**src/rtl/starfield_parallax_gen.sv**
```systemverilog
// VGA-style timing generator drawing a scrolling multi-layer LFSR starfield.
// Every output is registered one cycle after the counter state it reflects.
module starfield_parallax_gen #(
  parameter int H_ACTIVE     = 640,
  parameter int H_FP         = 16,
  parameter int H_SYNC       = 96,
  parameter int H_BP         = 48,
  parameter int V_ACTIVE     = 480,
  parameter int V_FP         = 10,
  parameter int V_SYNC       = 2,
  parameter int V_BP         = 33,
  parameter int LAYERS       = 3,
  parameter int COLOR_W      = 2,
  parameter int DENSITY_BITS = 8
) (
  input  logic               clk,
  input  logic               rst,
  input  logic               pause,
  input  logic               twinkle_en,
  input  logic               invert,
  output logic               hsync_n,
  output logic               vsync_n,
  output logic               de,
  output logic [COLOR_W-1:0] red,
  output logic [COLOR_W-1:0] green,
  output logic [COLOR_W-1:0] blue,
  output logic               frame_start
);

  localparam int H_TOTAL = H_ACTIVE + H_FP + H_SYNC + H_BP;
  localparam int V_TOTAL = V_ACTIVE + V_FP + V_SYNC + V_BP;
  localparam int HW = $clog2(H_TOTAL);
  localparam int VW = $clog2(V_TOTAL);
  localparam logic [HW-1:0] H_LAST = HW'(H_TOTAL - 1);
  localparam logic [HW-1:0] H_ACT  = HW'(H_ACTIVE);
  localparam logic [HW-1:0] HS_BEG = HW'(H_ACTIVE + H_FP);
  localparam logic [HW-1:0] HS_END = HW'(H_ACTIVE + H_FP + H_SYNC);
  localparam logic [VW-1:0] V_LAST = VW'(V_TOTAL - 1);
  localparam logic [VW-1:0] V_ACT  = VW'(V_ACTIVE);
  localparam logic [VW-1:0] VS_BEG = VW'(V_ACTIVE + V_FP);
  localparam logic [VW-1:0] VS_END = VW'(V_ACTIVE + V_FP + V_SYNC);

  function automatic logic [15:0] lfsr_step(input logic [15:0] s);
    return {1'b0, s[15:1]} ^ (s[0] ? 16'hB400 : 16'h0000);
  endfunction

  function automatic logic [15:0] seed_init(input int k);
    case (k)
      0:       return 16'hACE1;
      1:       return 16'h5A3C;
      2:       return 16'hC0DE;
      default: return 16'h1234;
    endcase
  endfunction

  // Brighter for nearer (higher-index) layers, never fully dark.
  function automatic logic [COLOR_W-1:0] layer_level(input int k);
    int v;
    v = ((k + 1) * ((1 << COLOR_W) - 1)) / LAYERS;
    if (v < 1) v = 1;
    return COLOR_W'(v);
  endfunction

  logic [HW-1:0]    hcount;
  logic [VW-1:0]    vcount;
  logic [15:0]      frame_seed [LAYERS];
  logic [15:0]      row        [LAYERS];
  logic [15:0]      pix        [LAYERS];
  logic [15:0]      row_next   [LAYERS];
  logic [7:0]       twinkle;
  logic             scroll_en;
  logic             active, line_end, frame_end, scroll_go, dim;
  logic             hsync_raw, vsync_raw;
  logic [COLOR_W-1:0] r_pix, g_pix, b_pix;

  // scroll_en carries the pause decision from hcount 0 through the rest of the burst.
  always_comb begin
    active    = (hcount < H_ACT) && (vcount < V_ACT);
    line_end  = (hcount == H_LAST);
    frame_end = (vcount == V_LAST);
    hsync_raw = (hcount >= HS_BEG) && (hcount < HS_END);
    vsync_raw = (vcount >= VS_BEG) && (vcount < VS_END);
    scroll_go = (vcount == V_ACT) && ((hcount == '0) ? !pause : scroll_en);
    dim       = twinkle_en && !twinkle[vcount[2:0]];
    r_pix = '0;
    g_pix = '0;
    b_pix = '0;
    for (int k = 0; k < LAYERS; k++) begin
      row_next[k] = frame_end ? frame_seed[k] : lfsr_step(row[k]);
      if (active && (&pix[k][DENSITY_BITS-1:0])) begin
        b_pix = layer_level(k);
        r_pix = dim ? (layer_level(k) >> 1) : layer_level(k);
        g_pix = r_pix;
      end
    end
    if (active && invert) begin
      r_pix = ~r_pix;
      g_pix = ~g_pix;
      b_pix = ~b_pix;
    end
  end

  always_ff @(posedge clk or posedge rst) begin
    if (rst) begin
      hcount      <= '0;
      vcount      <= '0;
      twinkle     <= 8'hA5;
      scroll_en   <= 1'b0;
      for (int k = 0; k < LAYERS; k++) begin
        frame_seed[k] <= seed_init(k);
        row[k]        <= seed_init(k);
        pix[k]        <= seed_init(k);
      end
      hsync_n     <= 1'b1;
      vsync_n     <= 1'b1;
      de          <= 1'b0;
      frame_start <= 1'b0;
      red         <= '0;
      green       <= '0;
      blue        <= '0;
    end else begin
      if (line_end) begin
        hcount  <= '0;
        vcount  <= frame_end ? '0 : vcount + 1'b1;
        twinkle <= {twinkle[6:0], twinkle[7] ^ twinkle[5] ^ twinkle[4] ^ twinkle[3]};
      end else begin
        hcount <= hcount + 1'b1;
      end
      if (hcount == '0 && vcount == V_ACT)
        scroll_en <= !pause;
      for (int k = 0; k < LAYERS; k++) begin
        if (line_end) begin
          row[k] <= row_next[k];
          pix[k] <= row_next[k];
        end else if (active) begin
          pix[k] <= lfsr_step(pix[k]);
        end
        if (scroll_go && hcount <= HW'(k))
          frame_seed[k] <= lfsr_step(frame_seed[k]);
      end
      hsync_n     <= !hsync_raw;
      vsync_n     <= !vsync_raw;
      de          <= active;
      frame_start <= (hcount == '0) && (vcount == '0);
      red         <= r_pix;
      green       <= g_pix;
      blue        <= b_pix;
    end
  end

endmodule
```
**config.mk**
```make
export PLATFORM = sky130hd
export DESIGN_NAME = starfield_parallax_gen
export DESIGN_NICKNAME = d
export VERILOG_FILES = /design/src/rtl/starfield_parallax_gen.sv
export SDC_FILE = /design/constraint.sdc
export NUM_CORES = 1
export LEC_CHECK = 0
export CORE_ASPECT_RATIO = 1.2
export CORE_MARGIN = 5
export CORE_UTILIZATION = 47
export DETAILED_ROUTE_END_ITERATION = 16
export PLACE_DENSITY = 0.69
export SLEW_MARGIN = 25
export SYNTH_ARGS = -nofsm -noshare
export SYNTH_HDL_FRONTEND = slang
export SYNTH_SLANG_ARGS = --single-unit
export TNS_END_PERCENT = 1
```
**constraint.sdc**
```tcl
create_clock -name clk -period 5.6 [get_ports clk]
set_clock_uncertainty 0.2 [all_clocks]
set_input_delay 1.12 -clock clk [delete_from_list [all_inputs] [get_ports clk]]
set_output_delay 1.12 -clock clk [all_outputs]
set_load 0.02 [all_outputs]
```
Word level (Yosys, flattened, before mapping)
Cells that the tools add are included.
{ "word_totals": {"ff_bits": 181} }
{ "op_classes": {"muxes": 34, "eq_ne": 3, "order_cmp": 10, "n_reduce_logical": 24, "n_bitwise": 14, "add_sub_neg": 2} }
{ "op_table": {"columns": ["operator", "count"], "rows": [
  ["16-bit two-way mux", 18],
  ["15-bit by 16-bit bitwise XOR with 16-bit output", 9],
  ["8-bit AND reduction", 3],
  ["10-bit by 1-bit adder with 10-bit output (second input constant)", 2],
  ["10-bit equality test (second input constant)", 2],
  ["10-bit by 1-bit less-or-equal comparator with 1-bit output (second input constant)", 2],
  ["10-bit zero test", 2],
  ["10-bit less-than comparator (second input constant)", 2],
  ["10-bit by 9-bit less-than comparator with 1-bit output (second input constant)", 2],
  ["10-bit two-way mux", 2],
  ["2-bit two-way mux", 8],
  ["1-bit logical AND", 14],
  ["10-bit by 9-bit equality test with 1-bit output (second input constant)", 1],
  ["10-bit greater-or-equal comparator (second input constant)", 1],
  ["10-bit by 9-bit greater-or-equal comparator with 1-bit output (second input constant)", 1],
  ["10-bit by 2-bit less-or-equal comparator with 1-bit output (second input constant)", 1],
  ["1-bit two-way mux", 5],
  ["1-bit zero test", 4],
  ["3-bit by 4-bit less-than comparator with 1-bit output (second input constant)", 1],
  ["2-bit inverter", 2],
  ["1-bit binary-select mux with 3-bit select", 1],
  ["1-bit bitwise XOR", 3],
  ["2-bit nonzero test", 1]
]} }

Logic depth before layout (Yosys ltp)
Gate-level depths: netlist of the first run.
{ "logic_depth": {"word_depth": 10, "mapped_depth": 10, "depth_no_buf": 7} }

Worst setup path after synthesis of the first run
No wires, ideal clock.
{ "synth_timing": {"path_type": "input to register", "startpoint": "input port pause", "endpoint": "register frame_seed[0] (netlist name)", "path_stages": 5, "required_time_ns": 5.275, "path_buffers": 2, "setup_ns": 0.125, "arrival_time_ns": 2.144, "setup_slack_ns": 3.131, "path_cell_list": "mux2i_1 and4_1 buf_4 buf_2 mux2_2"} }
{ "synth_via": {"elab_chain_cells": 4} }
{ "synth_rtl": {"columns": ["element", "line_no", "source"], "rows": [
  ["start, declared", "18", "input logic pause,"],
  ["1-bit zero test", "83", "scroll_go = (vcount == V_ACT) && ((hcount == '0) ? !pause : scroll_en);"],
  ["1-bit two-way mux", "83", null],
  ["1-bit logical AND", "83", null],
  ["1-bit logical AND", "138", "if (scroll_go && hcount <= HW'(k))"],
  ["end signal, assigned by index", "110", "frame_seed[k] <= seed_init(k);"],
  ["end signal, assigned by index", "139", "frame_seed[k] <= lfsr_step(frame_seed[k]);"],
  ["end, declared", "66", "logic [15:0] frame_seed [LAYERS];"]
]} }
Every way passes these cells.
A chain may end at the register's enable or synchronous reset.

Worst setup path after layout of the first run
{ "layout_timing": {"startpoint": "register hcount[6]", "endpoint": "register vcount[4]"} }
{ "layout_via": {"elab_chain_cells": 1} }
{ "layout_rtl": {"columns": ["element", "line_no", "source"], "rows": [
  ["start, declared", "64", "logic [HW-1:0] hcount;"],
  ["start signal, assigned", "127", "hcount <= hcount + 1'b1;"],
  ["10-bit equality test", "79", "line_end = (hcount == H_LAST);"],
  ["end signal, assigned", "124", "vcount <= frame_end ? '0 : vcount + 1'b1;"],
  ["end, declared", "65", "logic [VW-1:0] vcount;"]
]} }
Every way passes these cells.

==> results of run 1 <==
==> sequential cells by signal, summed over array words and instances, names as in the netlist, 2 cells and up <==
| signal | cells |
|---|---|
| pix | 48 |
| hcount | 10 |
| blue | 2 |
| green | 2 |
| vcount | 10 |
| row | 48 |
| frame_seed | 48 |
| twinkle | 8 |
==> worst min-delay path, delay by kind of cell (launching register included) <==
kind | cells | cell delay [ps]
and+or+nand+nor | 1 | 40
DFF | 1 | 370
AOI/OAI and AO/OA | 1 | 50
==> power by group <==
part	total [µW]	internal (µW)	leakage [µW]	switching (µW)
Combinational	41.5	10.3	0.00150	31.2
Sequential	1310	1310	0.00221	0.608
Clock	1180	692	0.000285	490
Total	2540	2010	0.00400	522
==> per-layer routing <==
layer	up-vias	share of wire [%]	track usage (%)
met5	-	0	0
met4	0	1.6	5.05
li1	2721	-	-
met1	2726	45	20.0
met3	18	3.2	3.32
met2	66	50	28.5
==> kinds of logic after synthesis <==
family	after synthesis	synth area share [%]
mux	85	11.3
simple gates	295	15.1
compound gates	143	9.44
buf+inv	69	4.31
fa+ha+maj	6	0.885
xor+xnor	43	4.44
flops	181	54.5
==> through the flow <==
stage | power (µW) | cell area, µm² | util (%) | cells
6_report | 2540 | 9230 | 52.3 | 1036
4_1_cts | 2560 | 9230 | 52.3 | 1036
3_5_place_dp | 1380 | 8650 | 49.0 | 1004
5_1_grt | 2630 | 9230 | 52.3 | 1036
3_3_place_gp | 1380 | 8650 | 49.0 | 1004
2_1_floorplan | 1360 | 8490 | - | 822
==> worst max path at each step <==
| stage | startpoint | endpoint | depth (start not counted) |
|---|---|---|---|
| finish | hcount[6] | vcount[4] | 4 |
| global route | hcount[6] | vcount[4] | 4 |
| CTS | hcount[6] | vcount[4] | 4 |
| detailed placement | pause | frame_seed[31] | 4 |
| global placement | pause | frame_seed[16] | 4 |
| floorplan | rst | blue[0] | 1 |
==> layout by cell type (no fill, tap or decap), types with 3 or more instances in the layout <==
cell,instances
a21oi_1,56
a21oi_2,5
and3_1,4
and4_1,5
buf_4,8
clkbuf_1,4
clkbuf_16,17
clkbuf_8,3
clkdlybuf4s50_1,14
clkinv_2,3
dfrtp_1,103
dfstp_2,78
ha_1,6
inv_1,6
mux2_1,5
mux2_2,73
mux2i_1,6
nand2_1,89
nand3_1,11
nand3b_1,3
nand4_1,10
nor2_1,147
nor3_1,4
nor4_1,3
o211ai_1,9
o21ai_0,33
o21ai_1,28
o21ai_2,7
or2_2,3
xnor2_1,40
xor2_1,3
==> layout make-up <==
| cell class | instances | area (µm²) | area share [%] |
|---|---|---|---|
| clock buffer | 24 | 482 | 5.22 |
| sequential | 181 | 4630 | 50.1 |
| inverter | 8 | 33.8 | 0.366 |
| tap | 220 | 275 | 2.98 |
| timing repair buffer | 23 | 211 | 2.29 |
| multi-input combinational | 572 | 3510 | 38.0 |
| clock inverter | 8 | 97.6 | 1.06 |
==> impl_results.html, run 1 <==
<table>
<tr><th>Metric</th><th>Value</th></tr>
<tr><th colspan="2">Synthesis</th></tr>
<tr><td>Post-synth net total</td><td>about 830</td></tr>
<tr><td>Yosys warning total</td><td>0</td></tr>
<tr><td>Register area share after synthesis</td><td>54.5%</td></tr>
<tr><td>Most numerous cell in the Yosys netlist</td><td>nor2_1</td></tr>
<tr><td>Count of distinct cell types in the synthesized netlist</td><td>between 40 and 50</td></tr>
<tr><td>Mean instance size in the synthesized netlist</td><td>about 10 µm²</td></tr>
<tr><td>Share of the synthesized area in the top cell type</td><td>30.4%</td></tr>
<tr><td>Dominant register cell in the synthesized netlist</td><td>dfrtp_1</td></tr>
<tr><td>Cell count after synthesis</td><td>~820</td></tr>
<tr><td>Post-synth top cells</td><td>nor2_1, dfrtp_1, nand2_1, dfstp_2, mux2_2</td></tr>
<tr><td>Post-synth EDFFs</td><td>0</td></tr>
<tr><td>Synth Register Bits</td><td>between 150 and 200</td></tr>
<tr><td>Post-Syn Area</td><td>between 8000 and 9000 µm²</td></tr>
<tr><td>Top area cells in the synthesized netlist</td><td>dfrtp_1, dfstp_2, mux2_2, nor2_1, xnor2_1</td></tr>
<tr><td>Share of synthesized flip-flops with an asynchronous set or reset</td><td>100%</td></tr>
<tr><td>Cell accounting for the most synthesized area</td><td>dfrtp_1</td></tr>
<tr><th colspan="2">Clocking</th></tr>
<tr><td>Library cell used as clock root buffer</td><td>clkbuf_16</td></tr>
<tr><td># clock sinks</td><td>approximately 180</td></tr>
<tr><td>Number of clock buffers inserted by TritonCTS</td><td>17</td></tr>
<tr><td>Clock-pin slew on the worst setup and hold paths</td><td>about 60 ps</td></tr>
<tr><td>H-Tree Depth</td><td>4</td></tr>
<tr><td>Post-CTS Resized</td><td>0</td></tr>
<tr><td>Buffer levels on the longest clock path</td><td>2</td></tr>
<tr><td>Source-to-sink clock delay at the later pin of the worst-skew pair</td><td>around 430 ps</td></tr>
<tr><td>Hold-fix buffer count after cts</td><td>0</td></tr>
<tr><td>CTS tree</td><td>built</td></tr>
<tr><td>Number of buffers added for setup after CTS</td><td>0</td></tr>
<tr><th colspan="2">Critical path</th></tr>
<tr><td>End of the worst register-to-register path</td><td>vcount[4]</td></tr>
<tr><td>Critical path's top delay family</td><td>simple AND/OR/NAND/NOR gates</td></tr>
<tr><td>Critical Path AT</td><td>around 3200 ps</td></tr>
<tr><td>Buffers &amp; Inverters on Critical Path</td><td>0</td></tr>
<tr><td>CP Cell Sequence</td><td>nor4b_1 &gt; nand3_2 &gt; or2_2 &gt; o21ai_0</td></tr>
<tr><td>Maximum single-stage delay on the critical path</td><td>between 900 and 1000 ps</td></tr>
<tr><td>Startpoint of the most critical register-to-register path</td><td>hcount[6]</td></tr>
<tr><td>Startpoint Class</td><td>register</td></tr>
<tr><td>R2R setup slack</td><td>between 2000 and 3000 ps</td></tr>
<tr><td>Number of cell instances on the worst register-to-register path</td><td>4</td></tr>
<tr><td>Crit Path Category</td><td>reg2reg</td></tr>
<tr><td>Crit path required time</td><td>around 5700 ps</td></tr>
<tr><td>Crit path capture type</td><td>register</td></tr>
<tr><td>Standard cell with the maximum stage delay on the critical path</td><td>nand3_2</td></tr>
<tr><td>CP Max Fanout</td><td>40</td></tr>
<tr><th colspan="2">Pwr</th></tr>
<tr><td>Peak ir drop on the vdd network</td><td>~0.00021 V</td></tr>
<tr><td>LEAKAGE</td><td>0.00400 µW</td></tr>
<tr><td>Total power per unit cell area</td><td>roughly 270 nW/µm²</td></tr>
<tr><th colspan="2">Route</th></tr>
<tr><td>Drt drc</td><td>0</td></tr>
<tr><td>Average detailed-routed wire length per instance</td><td>15.5 µm</td></tr>
<tr><td>Pre-antenna DRT Iters</td><td>4</td></tr>
<tr><td>DR iter-0 viols</td><td>about 320</td></tr>
<tr><td>Number of vias after detailed routing</td><td>between 5k and 6k</td></tr>
<tr><td>Post-route antenna net violation count</td><td>0</td></tr>
<tr><td>Routed wire length</td><td>between 15,000 and 20,000 µm</td></tr>
<tr><td>Routed via count divided by cell count</td><td>around 5.3</td></tr>
<tr><th colspan="2">STA</th></tr>
<tr><td>Max Slew Vio Count</td><td>0</td></tr>
<tr><td>Min cycle time layout</td><td>between 3000 and 4000 ps</td></tr>
<tr><td>Unrepaired setup endpoints after global routing</td><td>false</td></tr>
<tr><td>Setup TNS Final</td><td>0 ps</td></tr>
<tr><td>Actual transition at the worst max-transition pin</td><td>1030 ps</td></tr>
<tr><td>Final Hold Viols</td><td>0</td></tr>
<tr><td>Worst Slack Setup Final</td><td>2530 ps</td></tr>
<tr><td>Slew headroom</td><td>between 30 and 40%</td></tr>
<tr><td>Share of the clock period used by the worst path</td><td>a little over half</td></tr>
<tr><td>Endpoints failing setup</td><td>0</td></tr>
<tr><td>Top achievable clock speed</td><td>0.326 GHz</td></tr>
<tr><td>Hold Slack</td><td>~270 ps</td></tr>
<tr><th colspan="2">Die</th></tr>
<tr><td>Core Box Area</td><td>~18,000 µm²</td></tr>
<tr><td>Die Ht</td><td>about 160 µm</td></tr>
<tr><td>Die footprint</td><td>20,900 µm²</td></tr>
<tr><td>Rows</td><td>53</td></tr>
<tr><td>I/O pin count</td><td>15</td></tr>
<tr><td>Initial core utilization</td><td>48.1%</td></tr>
<tr><td>Die Width</td><td>133 µm</td></tr>
<tr><th colspan="2">Global routing</th></tr>
<tr><td>First-pass GRT wire length</td><td>27,600 µm</td></tr>
<tr><td>Via count of the first global-routing pass</td><td>~5.6k</td></tr>
<tr><td>Overall global routing resource usage</td><td>between 10% and 20%</td></tr>
<tr><td>GRT overflow</td><td>0</td></tr>
<tr><td>Initial antenna violation count</td><td>0</td></tr>
<tr><td>Maximum number of pins on one net before global-route repair</td><td>75</td></tr>
<tr><th colspan="2">Placement</th></tr>
<tr><td>Setup slack after placement</td><td>about 2300 ps</td></tr>
<tr><td>Routability congestion estimate from global placement</td><td>around 0.73</td></tr>
<tr><td>IO Port Bufs</td><td>14</td></tr>
<tr><td>Placed wire-length estimate</td><td>9860 µm</td></tr>
<tr><th colspan="2">Flow run</th></tr>
<tr><td>Number of maximum-capacitance violations</td><td>0</td></tr>
<tr><th colspan="2">Min path</th></tr>
<tr><td>Worst hold endpoint</td><td>pix[6]</td></tr>
<tr><td>Hold path start</td><td>pix[6]</td></tr>
<tr><td>Worst hold-check path type</td><td>reg2reg</td></tr>
<tr><td>Hold path cells</td><td>2</td></tr>
<tr><th colspan="2">Layout</th></tr>
<tr><td>Count of filler cells inserted in the layout</td><td>~1.6k</td></tr>
<tr><td>Antenna fix cells</td><td>0</td></tr>
<tr><td>Synthesis-to-finish area growth</td><td>8.80%</td></tr>
<tr><td>Net count of the finished layout</td><td>approximately 810</td></tr>
<tr><td>Share of post-route cells with drive strength above 1</td><td>roughly 26%</td></tr>
<tr><th colspan="2">Status</th></tr>
<tr><td>Result of the run</td><td>complete, no violations</td></tr>
</table>
Power figures use the tool's default switching activity.
==> run 2: changes to the inputs <==
--- a/config.mk
+++ b/config.mk
@@ -9,7 +9,7 @@
 export CORE_MARGIN = 5
 export CORE_UTILIZATION = 47
 export DETAILED_ROUTE_END_ITERATION = 16
-export PLACE_DENSITY = 0.69
+export PLACE_DENSITY = 0.67
 export SLEW_MARGIN = 25
 export SYNTH_ARGS = -nofsm -noshare
 export SYNTH_HDL_FRONTEND = slang
==> constraint.sdc (replaced) <==
create_clock -name clk -period 2.95 [get_ports clk]
set_clock_uncertainty 0.2 [all_clocks]
set_input_delay 0.59 -clock clk [delete_from_list [all_inputs] [get_ports clk]]
set_output_delay 0.59 -clock clk [all_outputs]
set_load 0.02 [all_outputs]
==> run 2 against run 1 <==
Effect of this change:
- total power rose by 95%
- die area did not move
- sequential share of layout area fell by 0.99 points
- register-to-register slack got worse by 2100 ps
==> impl_results.html, run 2 (synthesis results as in run 1) <==
<table>
<tr><th>Metric</th><th>Value</th></tr>
<tr><th colspan="2">STA</th></tr>
<tr><td>Max Slew Vio Count</td><td>0</td></tr>
<tr><td>Endpoints failing setup</td><td>0</td></tr>
<tr><td>Min cycle time layout</td><td>2510 ps</td></tr>
<tr><td>Setup TNS Final</td><td>0 ps</td></tr>
<tr><td>Unrepaired setup endpoints after global routing</td><td>false</td></tr>
<tr><td>Top achievable clock speed</td><td>0.398 GHz</td></tr>
<tr><td>Share of the clock period used by the worst path</td><td>a little under nine tenths</td></tr>
<tr><td>Actual transition at the worst max-transition pin</td><td>between 600 and 700 ps</td></tr>
<tr><td>Slew headroom</td><td>between 50% and 60%</td></tr>
<tr><td>Final Hold Viols</td><td>0</td></tr>
<tr><th colspan="2">Clocking</th></tr>
<tr><td>Hold-fix buffer count after cts</td><td>0</td></tr>
<tr><td>Source-to-sink clock delay at the later pin of the worst-skew pair</td><td>between 400 and 500 ps</td></tr>
<tr><td>Number of buffers added for setup after CTS</td><td>0</td></tr>
<tr><td>Library cell used as clock root buffer</td><td>clkbuf_16</td></tr>
<tr><td>CTS tree</td><td>built</td></tr>
<tr><td>Buffer levels on the longest clock path</td><td>2</td></tr>
<tr><td>H-Tree Depth</td><td>4</td></tr>
<tr><td>Number of clock buffers inserted by TritonCTS</td><td>17</td></tr>
<tr><td>Clock-pin slew on the worst setup and hold paths</td><td>around 70 ps</td></tr>
<tr><td># clock sinks</td><td>181</td></tr>
<tr><td>Post-CTS Resized</td><td>0</td></tr>
<tr><th colspan="2">Route</th></tr>
<tr><td>Drt drc</td><td>0</td></tr>
<tr><td>Post-route antenna net violation count</td><td>0</td></tr>
<tr><td>Number of vias after detailed routing</td><td>around 5.6k</td></tr>
<tr><td>Routed via count divided by cell count</td><td>about 5.3</td></tr>
<tr><td>Average detailed-routed wire length per instance</td><td>about 15 µm</td></tr>
<tr><td>Pre-antenna DRT Iters</td><td>7</td></tr>
<tr><td>Routed wire length</td><td>roughly 16,000 µm</td></tr>
<tr><td>DR iter-0 viols</td><td>~360</td></tr>
<tr><th colspan="2">Die</th></tr>
<tr><td>Die Ht</td><td>around 160 µm</td></tr>
<tr><td>Rows</td><td>53</td></tr>
<tr><td>Die footprint</td><td>around 21,000 µm²</td></tr>
<tr><td>I/O pin count</td><td>15</td></tr>
<tr><td>Die Width</td><td>~130 µm</td></tr>
<tr><td>Initial core utilization</td><td>around half</td></tr>
<tr><td>Core Box Area</td><td>approximately 18,000 µm²</td></tr>
<tr><th colspan="2">Layout</th></tr>
<tr><td>Biggest registers after layout</td><td>frame_seed x48, pix x48, row x48</td></tr>
<tr><td>Most frequent cells in the layout</td><td>nor2_1, dfrtp_1, nand2_1</td></tr>
<tr><td>Net count of the finished layout</td><td>around 830</td></tr>
<tr><td>Leading cell type in the layout, fill and taps excluded</td><td>nor2_1</td></tr>
<tr><td>Antenna fix cells</td><td>0</td></tr>
<tr><td>Synthesis-to-finish area growth</td><td>11.0%</td></tr>
<tr><td>Share of post-route cells with drive strength above 1</td><td>27.0%</td></tr>
<tr><td>Non-Filler Instances</td><td>approximately 1.0k</td></tr>
<tr><th colspan="2">Pwr</th></tr>
<tr><td>Clk network pwr share</td><td>48.0%</td></tr>
<tr><td>LEAKAGE</td><td>between 0.004 and 0.005 µW</td></tr>
<tr><td>Total power per unit cell area</td><td>526 nW/µm²</td></tr>
<tr><td>Reported net switching power</td><td>approximately 990 µW</td></tr>
<tr><td>Peak ir drop on the vdd network</td><td>0.000464 V</td></tr>
<tr><td>Proportion of total power due to net switching</td><td>~20%</td></tr>
<tr><td>Sequential cell fraction of total power</td><td>50.3%</td></tr>
<tr><td>Overall power of the completed layout</td><td>between 4000 and 5000 µW</td></tr>
<tr><td>Proportion of power drawn by combinational gates</td><td>about 1.8%</td></tr>
<tr><td>Cell internal pwr</td><td>just under 4000 µW</td></tr>
<tr><th colspan="2">Global routing</th></tr>
<tr><td>First-pass GRT wire length</td><td>approximately 28,000 µm</td></tr>
<tr><td>Maximum number of pins on one net before global-route repair</td><td>64</td></tr>
<tr><td>Via count of the first global-routing pass</td><td>~5.7k</td></tr>
<tr><td>GRT overflow</td><td>0</td></tr>
<tr><td>Initial antenna violation count</td><td>0</td></tr>
<tr><td>Overall global routing resource usage</td><td>between 10% and 20%</td></tr>
<tr><th colspan="2">Flow run</th></tr>
<tr><td>Number of maximum-capacitance violations</td><td>0</td></tr>
<tr><th colspan="2">Critical path</th></tr>
<tr><td>Standard cell with the maximum stage delay on the critical path</td><td>or4_4</td></tr>
<tr><td>Crit path required time</td><td>a little over 3000 ps</td></tr>
<tr><td>CP Max Fanout</td><td>63</td></tr>
<tr><td>Crit Path Category</td><td>reg2reg</td></tr>
<tr><td>Critical path's top delay family</td><td>simple AND/OR/NAND/NOR gates</td></tr>
<tr><td>CP Cell Sequence</td><td>or4_4 &gt; nor3_4 &gt; buf_12 &gt; mux2_2 &gt; nor2_1 &gt; o21ai_1</td></tr>
<tr><td>Crit path capture type</td><td>register</td></tr>
<tr><td>Buffers &amp; Inverters on Critical Path</td><td>1</td></tr>
<tr><td>Critical Path AT</td><td>between 2000 and 3000 ps</td></tr>
<tr><td>Maximum single-stage delay on the critical path</td><td>about 550 ps</td></tr>
<tr><td>Startpoint Class</td><td>register</td></tr>
<tr><th colspan="2">Placement</th></tr>
<tr><td>Count of placed standard cells including taps</td><td>between 1k and 1.5k</td></tr>
<tr><td>IO Port Bufs</td><td>14</td></tr>
<tr><td>Routability congestion estimate from global placement</td><td>~0.75</td></tr>
<tr><td>Placed wire-length estimate</td><td>9860 µm</td></tr>
<tr><th colspan="2">Min path</th></tr>
<tr><td>Worst hold-check path type</td><td>reg2reg</td></tr>
<tr><th colspan="2">Status</th></tr>
<tr><td>Result of the run</td><td>complete, no violations</td></tr>
</table>
run 2: through the flow:
step	util [%]	worst slack, ps	hold WS, ps	area [µm²]
3_3_place_gp	49.9	493	252	8790
5_1_grt	53.4	298	286	9420
3_5_place_dp	49.9	466	263	8790
2_1_floorplan	-	-98.9	242	8490
6_report	53.4	439	270	9420
4_1_cts	53.4	446	271	9420
run 2: routing by layer:
layer / global-route usage [%] / wire [µm]
met5: 0 / 0
met4: 4.50 / 164
met3: 2.88 / 358
met2: 28.6 / 8100
met1: 20.8 / 7290
run 2: power groups by stage:
stage                     Sequential (µW)  Clock [µW]  Combinational (µW)
after global routing                 2490        2540                 101
after CTS                            2490        2430                92.3
after detailed placement             2530           0                92.1
after global placement               2530           0                92.3
final                                2490        2380                87.3
after floorplan                      2540           0                45.9
run 2: cell type report:
type	instances	area, µm²
Fill cell	1589	8220
Sequential cell	181	4630
Multi-Input combinational cell	572	3510
Clock buffer	25	505
Timing Repair Buffer	34	353
Tap cell	220	275
Clock inverter	7	119
Inverter	8	33.8
run 2: tightest hold or removal path, delay by kind of cell (launching register included):
family             cells  cell delay (ps)
DFF                    1              370
and+or+nand+nor        1               50
AOI/OAI and AO/OA      1               50
run 2: worst paths after layout:
path / start / endpoint / slack, ps / depth (start not counted)
max: vcount[7] / pix[24] / 440 / 6
min: pix[25] / pix[25] / 270 / 2
max reg2reg: vcount[7] / pix[24] / 440 / 6
min reg2reg: pix[25] / pix[25] / 270 / 2
max in group asynchronous: rst / frame_seed[1] / 1400 / 3
min in group asynchronous: rst / hcount[7] / 400 / 2
==> run 3: changes to the inputs <==
--- a/config.mk
+++ b/config.mk
@@ -10,6 +10,7 @@
 export CORE_UTILIZATION = 47
 export DETAILED_ROUTE_END_ITERATION = 16
 export PLACE_DENSITY = 0.67
+export SKIP_LAST_GASP = 1
 export SLEW_MARGIN = 25
 export SYNTH_ARGS = -nofsm -noshare
 export SYNTH_HDL_FRONTEND = slang
==> results of run 3 <==
No change in the layout: final DEF, timing and power equal those of run 2.
